## src/rtl/window_slide_mc_pkg.sv

```systemverilog
`default_nettype none
// ============================================================================
//  Module   : window_slide_pkg
//  Brief    : Shared types and sizing helpers for the multi-channel sliding
//             window generator (window_slide_mc).
//             Optional feature macro: WINDOW_SLIDE_ZPAD_EN (virtual zero border).
//  Revision : 1.0  initial release
// ============================================================================
package window_slide_pkg;

    // Walk controller states
    typedef enum logic [1:0] {
        WS_IDLE  = 2'd0,
        WS_FETCH = 2'd1,
        WS_HOLD  = 2'd2,
        WS_DONE  = 2'd3
    } ws_state_e;

`ifdef WINDOW_SLIDE_ZPAD_EN
    localparam bit WS_ZPAD_EN = 1'b1;
`else
    localparam bit WS_ZPAD_EN = 1'b0;
`endif

    // Number of window positions along one image axis
    function automatic int ws_out_dim(input int len, input int k, input int s, input int p);
        return (len + 2 * p - k) / s + 1;
    endfunction

    // Width of the virtual zero border for a K-wide kernel
    function automatic int ws_pad(input int k);
        return WS_ZPAD_EN ? (k - 1) / 2 : 0;
    endfunction

endpackage
`default_nettype wire

```

## src/rtl/window_slide_mc_image_ram.sv

```systemverilog
`default_nettype none
// ============================================================================
//  Module   : ws_image_ram
//  Brief    : Single-image pixel store: one write port, one synchronous read
//             port with one cycle of read latency. Contents are not reset.
//  Revision : 1.0  initial release
// ============================================================================
module ws_image_ram #(
    parameter int DATA_W     = 16,
    parameter int DEPTH      = 100,
    parameter int ADDR_WIDTH = 7
) (
    input  logic                  clk,
    input  logic                  wr_en,
    input  logic [ADDR_WIDTH-1:0] wr_addr,
    input  logic [DATA_W-1:0]     wr_data,
    input  logic                  rd_en,
    input  logic [ADDR_WIDTH-1:0] rd_addr,
    output logic [DATA_W-1:0]     rd_data
);

    logic [DATA_W-1:0] mem [DEPTH];

    // Write port and registered read port
    always_ff @(posedge clk) begin
        if (wr_en) begin
            mem[wr_addr] <= wr_data;
        end
        if (rd_en) begin
            rd_data <= mem[rd_addr];
        end
    end

endmodule
`default_nettype wire

```

## src/rtl/window_slide_mc.sv

```systemverilog
`default_nettype none
// ============================================================================
//  Module   : window_slide_mc
//  Brief    : Buffers one multi-channel image, then on start walks every KxK
//             window at STRIDE in raster order and presents each window on a
//             valid/ready stream with its output-grid position.
//             Optional feature macro: WINDOW_SLIDE_ZPAD_EN adds a (K-1)/2
//             virtual zero border around the image.
//  Revision : 1.0  initial release
// ============================================================================
module window_slide_mc
    import window_slide_pkg::*;
#(
    parameter int DATA_WIDTH    = 8,
    parameter int NUM_CH        = 2,
    parameter int IMAGE_ROW_LEN = 10,
    parameter int IMAGE_COL_LEN = 10,
    parameter int KERNEL_SIZE   = 3,
    parameter int STRIDE        = 1,
    parameter int ADDR_WIDTH    = $clog2(IMAGE_ROW_LEN * IMAGE_COL_LEN + 1),
    localparam int PAD          = ws_pad(KERNEL_SIZE),
    localparam int OUT_ROWS     = ws_out_dim(IMAGE_ROW_LEN, KERNEL_SIZE, STRIDE, PAD),
    localparam int OUT_COLS     = ws_out_dim(IMAGE_COL_LEN, KERNEL_SIZE, STRIDE, PAD),
    localparam int ROW_W        = $clog2(OUT_ROWS + 1),
    localparam int COL_W        = $clog2(OUT_COLS + 1)
) (
    input  logic                                                   clk,
    input  logic                                                   rst,
    input  logic                                                   ram_in_wen,
    input  logic [ADDR_WIDTH-1:0]                                  ram_in_addr,
    input  logic [NUM_CH*DATA_WIDTH-1:0]                           ram_in_data,
    input  logic                                                   start,
    output logic                                                   busy,
    output logic [KERNEL_SIZE*KERNEL_SIZE*NUM_CH*DATA_WIDTH-1:0]   y_out,
    output logic                                                   y_valid,
    input  logic                                                   y_ready,
    output logic [ROW_W-1:0]                                       win_row,
    output logic [COL_W-1:0]                                       win_col,
    output logic                                                   done
);

    localparam int PIX_W = NUM_CH * DATA_WIDTH;
    localparam int NK    = KERNEL_SIZE * KERNEL_SIZE;
    localparam int DEPTH = IMAGE_ROW_LEN * IMAGE_COL_LEN;
    // Element counter runs 0..NK+1: NK read-issue cycles plus two drain cycles
    localparam int EW    = $clog2(NK + 2);
    localparam int KW    = $clog2(KERNEL_SIZE + 1);

    localparam logic [EW-1:0]         ELEM_ISSUE_END = EW'(NK);
    localparam logic [EW-1:0]         ELEM_LAST      = EW'(NK + 1);
    localparam logic [KW-1:0]         K_LAST         = KW'(KERNEL_SIZE - 1);
    localparam logic [ROW_W-1:0]      ROW_LAST       = ROW_W'(OUT_ROWS - 1);
    localparam logic [COL_W-1:0]      COL_LAST       = COL_W'(OUT_COLS - 1);
    localparam logic [ADDR_WIDTH-1:0] DEPTH_A        = ADDR_WIDTH'(DEPTH);

    ws_state_e             r_state;
    ws_state_e             w_state_nxt;
    logic [EW-1:0]         r_elem;
    logic [KW-1:0]         r_kr;
    logic [KW-1:0]         r_kc;
    logic                  w_issue;
    logic                  w_oob;
    logic                  w_rd_en;
    logic                  w_wr_en;
    logic                  w_last;
    int                    w_img_r;
    int                    w_img_c;
    logic [ADDR_WIDTH-1:0] w_rd_addr;
    logic [PIX_W-1:0]      w_rdata;
    logic                  r_cap_vld;
    logic                  r_cap_zero;
    logic [EW-1:0]         r_cap_e;

    assign w_last  = (win_row == ROW_LAST) && (win_col == COL_LAST);
    assign w_issue = (r_state == WS_FETCH) && (r_elem < ELEM_ISSUE_END);
    assign w_rd_en = w_issue && !w_oob;
    // Image loading is locked out for the whole walk
    assign w_wr_en = ram_in_wen && !busy && (ram_in_addr < DEPTH_A);

    // State register
    always_ff @(posedge clk or negedge rst) begin
        if (!rst) begin
            r_state <= WS_IDLE;
        end else begin
            r_state <= w_state_nxt;
        end
    end

    // Next-state and status outputs
    always_comb begin
        w_state_nxt = r_state;
        busy        = 1'b0;
        y_valid     = 1'b0;
        done        = 1'b0;
        case (r_state)
            WS_IDLE: begin
                if (start) begin
                    w_state_nxt = WS_FETCH;
                end
            end
            WS_FETCH: begin
                busy = 1'b1;
                if (r_elem == ELEM_LAST) begin
                    w_state_nxt = WS_HOLD;
                end
            end
            WS_HOLD: begin
                busy    = 1'b1;
                y_valid = 1'b1;
                if (y_ready) begin
                    w_state_nxt = w_last ? WS_DONE : WS_FETCH;
                end
            end
            WS_DONE: begin
                busy        = 1'b1;
                done        = 1'b1;
                w_state_nxt = WS_IDLE;
            end
            default: begin
                w_state_nxt = WS_IDLE;
            end
        endcase
    end

    // Element and output-grid counters
    always_ff @(posedge clk or negedge rst) begin
        if (!rst) begin
            r_elem  <= '0;
            r_kr    <= '0;
            r_kc    <= '0;
            win_row <= '0;
            win_col <= '0;
        end else begin
            case (r_state)
                WS_IDLE: begin
                    if (start) begin
                        r_elem  <= '0;
                        r_kr    <= '0;
                        r_kc    <= '0;
                        win_row <= '0;
                        win_col <= '0;
                    end
                end
                WS_FETCH: begin
                    if (r_elem != ELEM_LAST) begin
                        r_elem <= r_elem + 1'b1;
                    end
                    if (w_issue) begin
                        if (r_kc == K_LAST) begin
                            r_kc <= '0;
                            r_kr <= r_kr + 1'b1;
                        end else begin
                            r_kc <= r_kc + 1'b1;
                        end
                    end
                end
                WS_HOLD: begin
                    if (y_ready) begin
                        r_elem <= '0;
                        r_kr   <= '0;
                        r_kc   <= '0;
                        // The final position is kept so it stays visible through DONE
                        if (!w_last) begin
                            if (win_col == COL_LAST) begin
                                win_col <= '0;
                                win_row <= win_row + 1'b1;
                            end else begin
                                win_col <= win_col + 1'b1;
                            end
                        end
                    end
                end
                default: ;
            endcase
        end
    end

    // Image coordinate of the element being fetched; off-image coordinates exist only with the zero border
    always_comb begin
        w_img_r   = int'(win_row) * STRIDE + int'(r_kr) - PAD;
        w_img_c   = int'(win_col) * STRIDE + int'(r_kc) - PAD;
        w_oob     = (w_img_r < 0) || (w_img_r >= IMAGE_ROW_LEN) ||
                    (w_img_c < 0) || (w_img_c >= IMAGE_COL_LEN);
        w_rd_addr = w_oob ? '0 : ADDR_WIDTH'(w_img_r * IMAGE_COL_LEN + w_img_c);
    end

    // Track each issued read through the RAM latency and drop its data into the window slot
    always_ff @(posedge clk or negedge rst) begin
        if (!rst) begin
            r_cap_vld  <= 1'b0;
            r_cap_zero <= 1'b0;
            r_cap_e    <= '0;
            y_out      <= '0;
        end else begin
            r_cap_vld  <= w_issue;
            r_cap_zero <= w_oob;
            r_cap_e    <= r_elem;
            if (r_cap_vld) begin
                y_out[int'(r_cap_e) * PIX_W +: PIX_W] <= r_cap_zero ? '0 : w_rdata;
            end
        end
    end

    ws_image_ram #(
        .DATA_W     (PIX_W),
        .DEPTH      (DEPTH),
        .ADDR_WIDTH (ADDR_WIDTH)
    ) u_image_ram (
        .clk     (clk),
        .wr_en   (w_wr_en),
        .wr_addr (ram_in_addr),
        .wr_data (ram_in_data),
        .rd_en   (w_rd_en),
        .rd_addr (w_rd_addr),
        .rd_data (w_rdata)
    );

endmodule
`default_nettype wire
```

## config.mk

```make
export PLATFORM = sky130hd
export DESIGN_NAME = window_slide_mc
export DESIGN_NICKNAME = d
export VERILOG_FILES = /design/src/rtl/window_slide_mc_pkg.sv /design/src/rtl/window_slide_mc_image_ram.sv /design/src/rtl/window_slide_mc.sv
export SDC_FILE = /design/constraint.sdc
export NUM_CORES = 2
export LEC_CHECK = 0
export CORE_MARGIN = 2
export CORE_UTILIZATION = 66
export CTS_CLUSTER_SIZE = 12
export DETAILED_ROUTE_END_ITERATION = 7
export MAX_ROUTING_LAYER = met4
export PLACE_DENSITY_LB_ADDON = 0.08
export SYNTH_ARGS = -nofsm -noshare
export SYNTH_HDL_FRONTEND = slang
export SYNTH_HIERARCHICAL = 1
export SYNTH_SLANG_ARGS = --single-unit
```

## constraint.sdc

```tcl
create_clock -name clk -period 10.7 [get_ports clk]
set_input_delay 1.07 -clock clk [delete_from_list [all_inputs] [get_ports clk]]
set_output_delay 1.07 -clock clk [all_outputs]
set_load 0.005 [all_outputs]
```

# Word-level counts from Yosys, hierarchy flattened
# Memories as Yosys holds them, arrays and structs flattened. A register that Yosys moved wholly into a read port is not among the register bits.
# Cells that the tools add are included.
[totals]
ff_bits = 168
ram_bits = 1600
output_inout_bits = 155
mem_count = 1
[classes]
addsub = 9
n_mul = 1
magnitude_cmp = 6
n_eq_ne = 16
n_shift = 2
muxes = 33
n_reduce_logical = 20
[mem_list]
columns = ["name", "words", "width", "rd", "rd_clocked_by_memory_dff", "write_ports", "line", "rtl"]
rows = [
  ["u_image_ram.mem", 100, 16, 1, 1, 1, "window_slide_mc_image_ram.sv:22", "logic [DATA_W-1:0] mem [DEPTH];"],
]
[op_table]
columns = ["operator", "count"]
rows = [
  ["bitwise mux 144 bit", 1],
  ["variable shift 16 x 33 -> 144 bit, first input constant", 1],
  ["indexed part select 16 x 33 -> 144 bit", 1],
  ["2-to-1 mux 4 bit", 9],
  ["negator 8 -> 33 bit", 1],
  ["2-to-1 mux 2 bit", 10],
  ["2-to-1 mux 16 bit", 1],
  ["case mux 4 bit (2 select lines)", 2],
  ["adder 4 x 1 -> 4 bit, second input constant", 3],
  ["case mux 2 bit (3 select lines)", 2],
  ["case mux 4 bit (3 select lines)", 1],
  ["AND reduction 4 bit", 3],
  ["adder 4 x 2 -> 5 bit", 2],
  [">= comparator 5 x 4 -> 1 bit, second input constant", 2],
  ["< comparator 5 x 1 -> 1 bit, second input constant", 2],
  ["inequality test 2 bit, second input constant", 5],
  ["AND reduction 5 bit", 2],
  ["== test 4 x 3 -> 1 bit, second input constant", 2],
  ["case mux 2 bit (4 select lines)", 1],
  ["adder 7 x 5 -> 7 bit", 1],
  ["< comparator 7 bit, second input constant", 1],
  ["2-to-1 mux 7 bit", 1],
  ["== test 2 bit, second input constant", 3],
  ["multiplier 5 x 3 -> 6 bit, second input constant", 1],
  ["15 further kinds", 29],
]

# Depth between registers and ports, before layout
[logic_depth]
ltp_word = 8
mapped_depth = 18
ltp_nobuf = 17

# Hierarchy
# The synthesis kept the hierarchy.
[modules_own_cells]
columns = ["mod", "n_inst", "cells_each", "area_each_um2", "seq_area_each_um2"]
rows = [
  ["ws_image_ram", 1, 2669, 61993.2, 48526.5],
  ["window_slide_mc", 1, 729, 7430.9, 4204.0],
]

# Least setup slack after synthesis
# Ideal clock, no wire load.
[synth_timing]
kind = "register to register"
startpoint = "reg win_col[0]"
endpoint = "reg u_image_ram.rd_data[2], read port of u_image_ram.mem, data pin"
t_arrival_ns = 3.840
required_time_ns = 10.426
path_slack_ns = 6.586
path_stages_with_launch = 16
path_buffers = 4
cell_sequence = "dfrtp_1 -> ha_1 -> fa_1 -> xor2_1 -> or2_1 -> a2111o_1 -> buf_2 -> nor2_1 -> buf_6 -> buf_6 -> buf_2 -> mux4_2 -> mux4_2 -> nand2_1 -> a31o_1 -> a31oi_1"
[synth_between]
elab_cells_between_ends = 9
classes_between = "add/sub: 2; order compare: 2; mux: 1; reduce/logical: 4"
[synth_rtl]
columns = ["item", "line", "rtl"]
rows = [
  ["start: declaration", "window_slide_mc.sv:38", "output logic [COL_W-1:0] win_col,"],
  ["start signal: assignment", "window_slide_mc.sv:168", "win_col <= win_col + 1'b1;"],
  ["adder 4 x 2 -> 5 bit *", "window_slide_mc.sv:181", "w_img_c = int'(win_col) * STRIDE + int'(r_kc) - PAD;"],
  ["< comparator 5 x 1 -> 1 bit", "window_slide_mc.sv:183", "(w_img_c < 0) || (w_img_c >= IMAGE_COL_LEN);"],
  ["logical OR 1 bit", "window_slide_mc.sv:182", "w_oob = (w_img_r < 0) || (w_img_r >= IMAGE_ROW_LEN) ||"],
  ["logical OR 1 bit *", "window_slide_mc.sv:183", ""],
  ["named net w_oob", "window_slide_mc.sv:62", "logic w_oob;"],
  ["2-to-1 mux 7 bit *", "window_slide_mc.sv:184", "w_rd_addr = w_oob ? '0 : ADDR_WIDTH'(w_img_r * IMAGE_COL_LEN + w_img_c);"],
  ["named net w_rd_addr[0]", "window_slide_mc.sv:68", "logic [ADDR_WIDTH-1:0] w_rd_addr;"],
  ["end: declaration", "window_slide_mc_image_ram.sv:19", "output logic [DATA_W-1:0] rd_data"],
]
# The timed path passes the listed nets; every way through them passes the cells marked *.
# A chain may end at the register's enable or synchronous reset.

# Final worst setup path
[layout_timing]
startpoint = "reg win_col[0]"
endpoint = "reg u_image_ram.rd_data[3], read port of u_image_ram.mem, data pin"
[layout_between]
elab_cells_between_ends = 9
classes_between = "add/sub: 2; order compare: 2; mux: 1; reduce/logical: 4"
[layout_rtl]
columns = ["item", "line"]
rows = [
  ["adder 4 x 2 -> 5 bit *", "window_slide_mc.sv:181"],
  ["< comparator 5 x 1 -> 1 bit", "window_slide_mc.sv:183"],
  ["logical OR 1 bit", "window_slide_mc.sv:182"],
  ["logical OR 1 bit", "window_slide_mc.sv:183"],
  ["2-to-1 mux 7 bit *", "window_slide_mc.sv:184"],
  ["named net w_rd_addr[2]", "window_slide_mc.sv:68"],
]
# Marked as above.

==> impl_metrics.tcl <==
set metrics [dict create \
    critPathCaptureType "register" \
    drv_slew 0 \
    antenna_found_initial 8 \
    dieWidth_um 328 \
    drt_iter0_markers 5217 \
    path_max_fanout 66 \
    clock_latency_ns 0.79 \
    drv_cap 0 \
    slew_headroom_pct 11.7 \
    finalWirelength_um 177000 \
    status "finished clean" \
    fmax_ghz 0.163 \
    die_height_um 328 \
    arrival_ns 6.64 \
    final_antenna_net_count 0 \
    drive_gt1_share_pct 22.1 \
    vias_per_cell 7.05 \
    wire_per_inst_um 34.2 \
    htree_levels 4 \
    critPathKind "reg -> reg" \
    syn_nets 3449 \
    dieArea_um2 108000 \
    hold_path.class "in -> async" \
    cts.sinks 1784 \
    required_ns 11.19 \
    yosys_warnings 6 \
    grt_pass1_vias 35900 \
    nNetsFinal 3750 \
    fillers 5705 \
    netlist_area_um2 69400 \
    regArea_um2 52700 \
    cts_buffers 175 \
    worst_pin_slew_ns 1.29 \
    layout.cells.non_filler 5168 \
    grt_max_degree 143 \
    rr_worst_depth 13 \
    cts_setup_buffers 0 \
    gp_congestion 0.869 \
    place_ws_ns 4.50 \
    cts_tree "done" \
    syn_area_per_cell_um2 20.4 \
    overflow 0 \
    grt_usage_pct 34.8 \
    hold_viol_final 0 \
    post-route-period-util_pct 57.4 \
    fin_skew_ns 0.0315 \
    yosys.cell_types.count 76 \
    ys.flop_type "edfxtp_1" \
    ys_async_sr_fraction_pct 9.42 \
    post-route-drc-count 0 \
    core_um2 104000 \
    ir_worst_vdd_mv 0.452 \
    start_util_pct 66.8 \
    yosysSeqAreaShare_pct 76.0 \
    leakagePower_nw 25.4 \
    area_growth_pct 12.3 \
    power_density_nw_per_um2 303 \
    setup_viol 0 \
    cts_hold_buf 0 \
    rows 118 \
    fin_ws_ns 4.56 \
    clkTransAtPathRegs_ns 0.06 \
    placed_cells 4902 \
    synth_seq_cells 1784 \
    startpoint_type "register" \
    crit_path_start "win_col[0]" \
    synth_edf_count 1616 \
    grt_pass1_wl_um 256000 \
    timing.hold.ws_ns 0.320 \
    rsz0062_at_grt "false" \
    power_w 0.0236 \
    cts_resized 0 \
    period_needed_ns 6.14 \
    portBuffers 182 \
    dp_hpwl_um 103000 \
    clockRootBuffer "clkbuf_16" \
    netlist_instances 3398 \
    rr_startpoint "win_col[0]" \
    multi_input_area_um2 15600 \
    vias 36400 \
    clockBufferDepth 3 \
    ioPinCount 183 \
    dr.pass1.iters 5 \
    finalSetupTns_ns 0 \
]
==> Yosys cell counts (all sizes together) (4+ instances only) <==
cell type / count / area share [%]
a31oi: 12 / 0.11
a211oi: 39 / 0.43
o31ai: 19 / 0.21
xnor2: 8 / 0.10
nand2b: 27 / 0.24
nor3: 17 / 0.16
nor2b: 37 / 0.33
nand4: 6 / 0.076
or2: 4 / 0.036
a21o: 5 / 0.054
nor2: 131 / 0.72
clkbuf: 68 / 0.37
nand2: 239 / 1.3
inv: 37 / 0.20
nor4: 5 / 0.045
and2: 14 / 0.13
a21boi: 7 / 0.076
mux4: 440 / 14
or3: 5 / 0.045
xor2: 5 / 0.063
a2111oi: 4 / 0.050
edfxtp: 1616 / 70
a22oi: 24 / 0.26
nand3b: 4 / 0.043
fa: 4 / 0.12
a21oi: 34 / 0.25
o21ai: 131 / 1.0
o22ai: 21 / 0.19
buf: 113 / 1.1
a31o: 10 / 0.13
dfrtp: 168 / 6.1
nand3: 29 / 0.21
o211ai: 4 / 0.043
a221oi: 6 / 0.076
mux2i: 53 / 0.76
ha: 19 / 0.34
==> per-stage QoR <==
| step | area [µm²] | utilization [%] |
|---|---|---|
| floorplan | 69400 | - |
| global placement | 73000 | 70.2 |
| detailed placement | 73000 | 70.2 |
| CTS | 78000 | 75.0 |
| global route | 78000 | 75.0 |
| finish | 78000 | 75.0 |
==> routing by layer <==
layer / vias to the layer above / track usage, % / part of all wire (%)
met1: 19100 / 48.9 / 37
met2: 2521 / 51.6 / 48
met3: 400 / 7.78 / 12
li1: 14400 / - / -
met4: 0 / 12.6 / 4.0
met5: - / - / 0
==> report_power, final <==
group          switching (W)  internal [W]
Clock                0.00244       0.00308
Sequential          0.000302       0.00794
Combinational        0.00553       0.00431
Total                0.00828        0.0153
==> final timing paths <==
check / to / slack, ns
min in group clk: r_cap_e[0] / 0.45
worst min register to register: r_cap_e[0] / 0.45
worst max-delay path: u_image_ram/rd_data[3] / 4.56
worst min-delay path: y_out[24] / 0.32
max in group asynchronous: y_out[67] / 8.74
worst max register to register: u_image_ram/rd_data[3] / 4.56
==> kinds of logic after synthesis <==
logic type               Yosys count  synth area share [%]
AND/OR/NAND/NOR                  525                  3.41
flip-flops                      1784                  76.0
AO/OA/AOI/OAI                    338                  3.20
buffers and inverters            219                  1.72
XOR/XNOR                          13                 0.164
adder cells (fa/ha/maj)           23                 0.458
multiplexers                     496                  15.1
==> final cells by class <==
type,count,share of cell area [%]
clock inverters,34,0.339
diodes,4,0.0128
well taps,1380,2.21
multi-input cells,1395,20.0
repair buffers,305,3.55
inverters,38,0.185
clock buffers,228,6.07
flip-flops and latches,1784,67.6
==> flip-flops by register name, summed over array words and instances (netlist names) <==
signal	flops
r_cap_e	4
r_cap_vld	1
r_cap_zero	1
r_elem	4
r_kc	2
r_kr	2
r_state	2
u_image_ram/mem	1600
u_image_ram/rd_data	16
win_col	4
win_row	4
y_out	144
==> worst max-delay path, stage by stage, from the launching register on <==
cell	delay (ns)
dfrtp_1	0.43
ha_1	0.25
fa_1	0.39
xor2_1	0.20
or2_1	0.24
a2111o_1	0.67
nor2_4	0.23
buf_4	0.74
buf_4	0.84
mux4_2	0.42
mux2i_1	0.50
a211oi_1	0.24
o21ai_0	0.37
a31oi_1	0.19
==> cell usage in the layout, fill, tap and decap left out, drive strengths merged, types with 39 or more instances in the layout <==
cell,Yosys,final
inv,37,41
dfrtp,168,168
nand2,239,239
mux4,440,440
clkbuf,68,228
buf,113,140
a211oi,39,39
nor2,131,131
clkdlybuf4s50,0,165
o21ai,131,131
edfxtp,1616,1616
mux2i,53,53
Note: power is estimated with default switching activity, not from simulation.
